==> config.mk <==
export PLATFORM = sky130hd
export DESIGN_NAME = panel_bus_ctrl
export DESIGN_NICKNAME = d
export VERILOG_FILES = /design/src/rtl/panel_bus_ctrl.sv
export SDC_FILE = /design/constraint.sdc
export NUM_CORES = 1
export LEC_CHECK = 0
export CAP_MARGIN = 10
export CORE_ASPECT_RATIO = 0.75
export CORE_MARGIN = 10
export CORE_UTILIZATION = 40
export DETAILED_ROUTE_END_ITERATION = 10
export GPL_TIMING_DRIVEN = 0
export PLACE_DENSITY = 0.76
export SYNTH_ARGS = -nofsm -noshare
export SYNTH_HDL_FRONTEND = slang
export SYNTH_SLANG_ARGS = --single-unit
==> constraint.sdc <==
create_clock -name clk -period 2.6 [get_ports clk]
set_input_delay 0.52 -clock clk [delete_from_list [all_inputs] [get_ports clk]]
set_output_delay 0.52 -clock clk [all_outputs]
set_load 0.1 [all_outputs]
==> src/rtl/panel_bus_ctrl.sv <==
// rtl/panel_bus_ctrl.sv - front-panel sequencer and memory-bus arbiter
//
// Purpose:
//   In RUN, passes the CPU bus through to the memory decode and forwards the
//   free-running CPU clock-enable. In PAUSE, owns the bus and runs EXAMINE,
//   EXAMINE NEXT, DEPOSIT, DEPOSIT NEXT and single-step as short fixed-length
//   sequences, showing the result on the panel LEDs.
//
// Configuration macro:
//   PANEL_READBACK_EN - deposits read the written location back (WR->RA->RD)
//                       and show the memory value; otherwise deposits are
//                       WR->IDLE and show the switch data.
//
// Ports:
//   clk, reset                  clock, synchronous active-high reset
//   run_sw                      1 = RUN, 0 = PAUSE
//   cpu_ce_in / cpu_ce_o        free-running / gated CPU clock-enable
//   examine_i, examine_next_i,
//   deposit_i, deposit_next_i,
//   step_i                      one-cycle debounced pushbutton pulses
//   sw_addr, sw_data            address / data switches
//   cpu_addr, cpu_wdata,
//   cpu_we, cpu_rd              CPU bus
//   mem_addr, mem_wdata,
//   mem_we, mem_rd              muxed bus to memory decode
//   mem_rdata                   memory read data, 1-cycle latency
//   panel_addr, panel_data      LED values
//   busy                        panel sequence in progress
//   done                        one-cycle completion pulse

module panel_bus_ctrl #(
   parameter int ADDR_W = 16,
   parameter int DATA_W = 8
) (
   input  logic              clk,
   input  logic              reset,
   input  logic              run_sw,
   input  logic              cpu_ce_in,
   output logic              cpu_ce_o,
   input  logic              examine_i,
   input  logic              examine_next_i,
   input  logic              deposit_i,
   input  logic              deposit_next_i,
   input  logic              step_i,
   input  logic [ADDR_W-1:0] sw_addr,
   input  logic [DATA_W-1:0] sw_data,
   input  logic [ADDR_W-1:0] cpu_addr,
   input  logic [DATA_W-1:0] cpu_wdata,
   input  logic              cpu_we,
   input  logic              cpu_rd,
   output logic [ADDR_W-1:0] mem_addr,
   output logic [DATA_W-1:0] mem_wdata,
   output logic              mem_we,
   output logic              mem_rd,
   input  logic [DATA_W-1:0] mem_rdata,
   output logic [ADDR_W-1:0] panel_addr,
   output logic [DATA_W-1:0] panel_data,
   output logic              busy,
   output logic              done
);

   typedef enum logic [1:0] {
      S_IDLE = 2'd0,
      S_WR   = 2'd1,
      S_RA   = 2'd2,
      S_RD   = 2'd3
   } state_t;

   state_t            state_q, state_d;
   logic [ADDR_W-1:0] fsm_addr_q, fsm_addr_d;
   logic [DATA_W-1:0] fsm_wdata_q, fsm_wdata_d;
   logic              fsm_we_q, fsm_we_d;
   logic              fsm_rd_q, fsm_rd_d;
   logic              cpu_owns_q, cpu_owns_d;
   logic              step_ce_q, step_ce_d;
   logic [ADDR_W-1:0] panel_addr_q, panel_addr_d;
   logic [DATA_W-1:0] panel_data_q, panel_data_d;
   logic              done_q, done_d;

   logic [ADDR_W-1:0] addr_inc;
   logic [ADDR_W-1:0] target;
   logic              go_wr;
   logic              go_ra;

   // Natural ADDR_W-bit wrap gives FFFF -> 0000 for the NEXT commands.
   assign addr_inc = panel_addr_q + {{(ADDR_W-1){1'b0}}, 1'b1};

   always_ff @(posedge clk) begin
      if (reset) begin
         state_q      <= S_IDLE;
         fsm_addr_q   <= '0;
         fsm_wdata_q  <= '0;
         fsm_we_q     <= 1'b0;
         fsm_rd_q     <= 1'b0;
         cpu_owns_q   <= 1'b0;
         step_ce_q    <= 1'b0;
         panel_addr_q <= '0;
         panel_data_q <= '0;
         done_q       <= 1'b0;
      end else begin
         state_q      <= state_d;
         fsm_addr_q   <= fsm_addr_d;
         fsm_wdata_q  <= fsm_wdata_d;
         fsm_we_q     <= fsm_we_d;
         fsm_rd_q     <= fsm_rd_d;
         cpu_owns_q   <= cpu_owns_d;
         step_ce_q    <= step_ce_d;
         panel_addr_q <= panel_addr_d;
         panel_data_q <= panel_data_d;
         done_q       <= done_d;
      end
   end

   always_comb begin
      state_d      = state_q;
      fsm_addr_d   = fsm_addr_q;
      fsm_wdata_d  = fsm_wdata_q;
      fsm_we_d     = 1'b0;
      fsm_rd_d     = 1'b0;
      step_ce_d    = 1'b0;
      panel_addr_d = panel_addr_q;
      panel_data_d = panel_data_q;
      done_d       = 1'b0;
      target       = panel_addr_q;
      go_wr        = 1'b0;
      go_ra        = 1'b0;

      case (state_q)
         S_IDLE: begin
            if (run_sw) begin
               // LEDs track the live CPU bus while running.
               panel_addr_d = cpu_addr;
               panel_data_d = mem_rdata;
            end else if (deposit_next_i) begin
               target = addr_inc;
               go_wr  = 1'b1;
            end else if (deposit_i) begin
               target = panel_addr_q;
               go_wr  = 1'b1;
            end else if (examine_next_i) begin
               target = addr_inc;
               go_ra  = 1'b1;
            end else if (examine_i) begin
               target = sw_addr;
               go_ra  = 1'b1;
            end else if (step_i) begin
               step_ce_d = 1'b1;
            end

            // The FSM bus outputs are loaded together with the state so
            // the first sequence cycle already presents the access.
            if (go_wr) begin
               state_d      = S_WR;
               fsm_addr_d   = target;
               fsm_wdata_d  = sw_data;
               fsm_we_d     = 1'b1;
               panel_addr_d = target;
            end else if (go_ra) begin
               state_d      = S_RA;
               fsm_addr_d   = target;
               fsm_rd_d     = 1'b1;
               panel_addr_d = target;
            end
         end

         S_WR: begin
`ifdef PANEL_READBACK_EN
            state_d  = S_RA;
            fsm_rd_d = 1'b1;
`else
            state_d      = S_IDLE;
            panel_data_d = fsm_wdata_q;
            done_d       = 1'b1;
`endif
         end

         S_RA: begin
            state_d = S_RD;
         end

         S_RD: begin
            panel_data_d = mem_rdata;
            done_d       = 1'b1;
            state_d      = S_IDLE;
         end

         default: begin
            state_d = S_IDLE;
         end
      endcase

      // Registered copy of "idle next cycle"; it is also forced low by reset,
      // which keeps every output at zero while reset is held.
      cpu_owns_d = (state_d == S_IDLE);
   end

   // In PAUSE the CPU keeps the address mux but its strobes are masked so a
   // frozen CPU can never write memory.
   assign mem_addr   = cpu_owns_q ? cpu_addr            : fsm_addr_q;
   assign mem_wdata  = cpu_owns_q ? cpu_wdata           : fsm_wdata_q;
   assign mem_we     = cpu_owns_q ? (cpu_we & run_sw)   : fsm_we_q;
   assign mem_rd     = cpu_owns_q ? (cpu_rd & run_sw)   : fsm_rd_q;

   // Outside RUN+IDLE only an accepted step can tick the CPU; during a panel
   // sequence both terms are zero.
   assign cpu_ce_o   = (cpu_owns_q & run_sw) ? cpu_ce_in : step_ce_q;

   assign panel_addr = panel_addr_q;
   assign panel_data = panel_data_q;
   assign busy       = (state_q != S_IDLE);
   assign done       = done_q;

endmodule

-- Yosys cells after proc, flatten, opt, wreduce, memory -nomap -nowiden
Cells that the tools add are included.
- div/mod/pow operators: 0
- reduce and logical (&&, ||, !) cells: 14
- multipliers: 0
- bitwise operators: 4
- add/sub/neg operators: 1
- muxes and demuxes: 34
- magnitude comparators: 0
- shift-type cells: 0
- equality and inequality tests: 4
- operator list (kind ; number):
    16-bit 2-to-1 mux ; 11
    8-bit one-hot mux with 3 select lines ; 1
    1-bit 2-to-1 mux ; 17
    16-bit by 1-bit adder with 16-bit output, second input constant ; 1
    8-bit 2-to-1 mux ; 2
    2-bit AND reduction ; 4
    7-bit OR reduction ; 1
    2-bit one-hot mux with 3 select lines ; 1
    3-bit nonzero test ; 2
    2-bit == test, second input constant ; 2
    2-bit logical NOT ; 2
    2-bit 2-to-1 mux ; 2
    2-bit nonzero test ; 2
    2-bit OR reduction ; 2
    1-bit bitwise AND ; 3
    3-bit OR reduction ; 1
    2-bit by 1-bit == test with 1-bit output, second input constant ; 1
    2-bit inequality test, second input constant ; 1
    1-bit NOT ; 1
- ROM bits: 0
- flip-flop bits (word level): 55
- logic and storage cells: 67
- memories kept: 0
- bits in latches: 0
- bits in writable memories: 0

-- Depth between registers and ports, before layout
- word-level depth: 10
- mapped depth: 7
- gate-level depth less buffers: 6

-- Worst setup path after synthesis
No wires, ideal clock.
- kind: register -> output
- start point: register cpu_owns_q
- end point: output port mem_rd
- buffers on the path: 2
- data arrival time: 2.891 ns
- slack: -0.811 ns
- stages on the path, launching flop included: 4
- path through: dfxtp_1 > clkbuf_1 > buf_1 > o21ai_0
- word-level cells in the longest chain between the ends: 1
- RTL lines (element ; line ; RTL):
    start, declared ; 74 ; logic cpu_owns_q, cpu_owns_d;
    start signal, assigned ; 106 ; cpu_owns_q <= cpu_owns_d;
    1-bit 2-to-1 mux ; 202 ; assign mem_rd = cpu_owns_q ? (cpu_rd & run_sw) : fsm_rd_q;
    end, declared ; 54 ; output logic mem_rd,
Every way passes these cells.

-- Worst setup path after layout
- start point: input port run_sw
- end point: output port cpu_ce_o
- word-level cells in the longest chain between the ends: 2
- RTL lines (element ; line ; RTL):
    start, declared ; 37 ; input logic run_sw,
    1-bit bitwise AND ; 206 ; assign cpu_ce_o = (cpu_owns_q & run_sw) ? cpu_ce_in : step_ce_q;
    1-bit 2-to-1 mux ; 206 ;
    end, declared ; 39 ; output logic cpu_ce_o,
Every way passes these cells.

==> summary.md <==
| Metric | Value |
|---|---|
| CP cell instances | clkdlybuf4s50_1 -> buf_6 -> buf_8 -> buf_8 -> nand2_1 -> mux2_2 -> buf_6 |
| CTS Sinks | 55 |
| Final core occ | 0.5883 |
| Synth warn | 0 |
| Worst path required time | 2.08 ns |
| EDFF count, synth | 0 |
| Clock root cell | clkbuf_8 |
| GRT overflow | 0 |
| Reg-to-Reg Start | state_q[0] |
| H-tree Lvls | 2 |
| Final cycle utilization of the critical path | 0.9865 |
| Clk_skew | 0.009626 ns |
| Placed cell count | 615 |
| Area growth syn-to-layout | 43.81% |
| Normalized max-slew margin | 0.3238 |
| Largest family of logic cells by synthesized area | compound AO/OA/AOI/OAI gates |
| CTS clk-pin slew, worst paths | 0.11 ns |
| Port Buffers | 118 |
| # rows | 28 |
| Synth Flop Type | dfxtp_1 |
| Antenna Nets Post-Route | 0 |
| Max Slew Vio Count | 0 |
| Final layout net count | 585 |
| Full die area | 12090 sq um |
| I/O Pins | 120 |
| Core ar. | 7883 sq um |
| Worst-Skew Late Latency | 0.32 ns |
| Cts hold-fix bufs | 0 |
| Hold Vio Cnt, Final | 0 |
| # diodes | 0 |
| Syn Area/Cell | 8.225 sq um |
| Reg2Reg Depth | 7 |
| Tmin final | 2.565 ns |
| CP top delay family | buffers and inverters |
| Hold_sp | fsm_addr_q[13] |
| HP Class | reg -> reg |
| Post-Syn Nets | 460 |
| PwrDens | 609.9 nW/um^2 |
| Slowest stage cell, crit path | clkdlybuf4s50_1 |
| Die H | 97.76 um |
| MaxCap Viol Count | 0 |
| Compound-gate portion of the synthesized area | 0.2716 |
| Initial antenna violation count | 0 |
| RSZ-0062 raised after global routing | true |
| Maximum buffer depth of the clock tree | 2 |
| Fmax | 389.9 MHz |
| WHS Endpoint | fsm_addr_q[13] |
| Area of the mapped netlist | 3224 sq um |
| Largest net degree at the start of global routing | 18 |
| Final setup viols | 0 |
| Post-Route WL | 12890 um |
| Worst path max stage delay | 0.52 ns |
| Critical path startpoint category | primary input |
| Synth Area in XOR/XNOR | 0.002716 |
| CP endpoint kind | primary output |
| Worst setup margin | 0.03499 ns |
| First-pass GRT wire length | 19760 um |
| Actual slew at the worst max-slew pin | 1.011 ns |
| Adder-Cell Fraction of Synth Area | 0.003880 |
| Non-Filler Instances | 623 |
| Flops & latches, synth | 55 |
| DRC Markers | 0 |
| Hold depth | 2 |
| Post-synthesis sequential area ratio | 0.3415 |
| Chip width | 123.7 um |
| GRT Resource Usage Total | 0.2033 |
| Routed len/inst | 20.68 um |
| Multiplexer area fraction after synthesis | 0.1184 |
| Layout cells sized above 1 | 0.1757 |
| Run status | completed |
| CP Class | in -> out |
| Routability Congestion | 0.9298 |
| DRT Pass-1 Iters | 5 |
| Hpwl dp | 9928 um |
| Via density | 5.872 |
| Simple-gate share of the synthesized area | 0.2169 |
| WP buf/inv | 5 |
| R2R Path End | panel_addr[12] |
| Place WS | -1.608 ns |
| Leak | 1.811 nW |
| Final Cell Area | 4637 sq um |
| DR iter-0 viols | 290 |
| Reg2reg setup slack | 0.47 ns |
| Tot Pwr | 2.828 mW |
| Worst-path fanout max | 10 |
| Mapped Cells | 392 |
| Arr. time, crit path | 2.05 ns |
| Number of global-route vias before repair | 3620 |
| VDD IR max | 310.5 uV |
| Placed Instance Area | 4544 sq um |
| Async SR Flop Fraction | 0 |
| CTS Buf Count | 5 |
| Initial core utilization | 0.4090 |
| TritonCTS clock tree | built |
| Via count | 3658 |
| Netlist cell types | 67 |
-- what timing repair did --
action                     4_1_cts  5_1_grt
setup buffers                    0        0
setup endpoints to repair       32       15
cloned                           0        0
gates resized for setup        102       26
-- cell usage after synthesis (7+ instances only) --
library cell,instances,area share
inv_1,10,0.012
nand2_1,28,0.033
a22o_1,8,0.022
nor2_1,36,0.042
a21oi_1,37,0.057
nand3_1,13,0.020
mux2i_1,10,0.031
mux2_2,25,0.087
o22ai_1,13,0.025
buf_2,8,0.012
nor3_1,10,0.016
clkbuf_1,15,0.017
dfxtp_1,55,0.34
o21ai_0,16,0.025
o221ai_1,7,0.019
-- metal layers --
layer	global-route usage	routed length [um]	share of wire	up-vias
met5	0	0	0	-
met4	0.04200	104	0.0081	0
met2	0.3062	5786	0.45	159
met3	0.04430	1064	0.083	11
met1	0.2888	5930	0.46	1758
li1	-	-	-	1730
-- worst max path at each step --
stage	start	end	slack [ns]	cells after the start
after global routing	run_sw	cpu_ce_o	-0.04	7
final	run_sw	cpu_ce_o	0.03	7
after global placement	run_sw	cpu_ce_o	-1.64	7
after CTS	run_sw	cpu_ce_o	-0.08	7
after detailed placement	run_sw	cpu_ce_o	-1.61	7
after floorplan	run_sw	cpu_ce_o	0.13	5
-- power breakdown --
group	leakage (nW)	internal [mW]	switching (mW)
registers	0.452	0.914	0.0746
logic	1.31	0.367	0.949
clock network	0.0474	0.219	0.305
total	1.81	1.50	1.33
-- final cells by class --
| type | count | area, sq um |
|---|---|---|
| Clock buffer | 6 | 82.58 |
| Multi-Input combinational cell | 301 | 1988 |
| Sequential cell | 55 | 1101 |
| Clock inverter | 2 | 16.27 |
| Buffer | 25 | 136.4 |
| Timing Repair Buffer | 118 | 1140 |
| Inverter | 11 | 41.29 |
| Tap cell | 105 | 131.4 |
| Fill cell | 756 | 3246 |
-- cell usage in the layout (no fill, tap or decap), drive strengths merged, types with 8 or more instances in the layout --
cell           instances
dfxtp                 55
buf                   20
a22o                   8
mux2i                 10
o21ai                 21
o22ai                 13
mux2                  25
clkdlybuf4s15         10
clkdlybuf4s50         88
nor4                   8
a21oi                 38
nor3                  12
nor2                  37
nand2                 28
clkbuf                29
inv                   11
nand3                 13
-- cells by family after synthesis --
| group | Yosys count |
|---|---|
| AND/OR/NAND/NOR | 133 |
| AO/OA/AOI/OAI | 131 |
| flip-flops | 55 |
| buffers and inverters | 36 |
| multiplexers | 35 |
| XOR/XNOR | 1 |
| adder cells (fa/ha/maj) | 1 |
-- sequential cells by signal, summed over array words and instances (netlist names) --
name,count
fsm_addr_q,16
state_q,2
fsm_we_q,1
fsm_rd_q,1
panel_data,8
panel_addr,16
done,1
step_ce_q,1
fsm_wdata_q,8
cpu_owns_q,1
-- tightest hold or removal path, cell delays in order, from the launching register on --
cell	delay, ns
dfxtp_1	0.32
nand2_1	0.05
nand2_1	0.04
-- per-stage QoR --
stage	setup TNS, ns	hold WS [ns]
after global routing	-0.03518	0.4713
after detailed placement	-19.25	0.4360
final	0	0.4483
after CTS	-0.08347	0.4525
after floorplan	0	0.4190
after global placement	-18.30	0.4322
(Power assumes the default switching activity.)
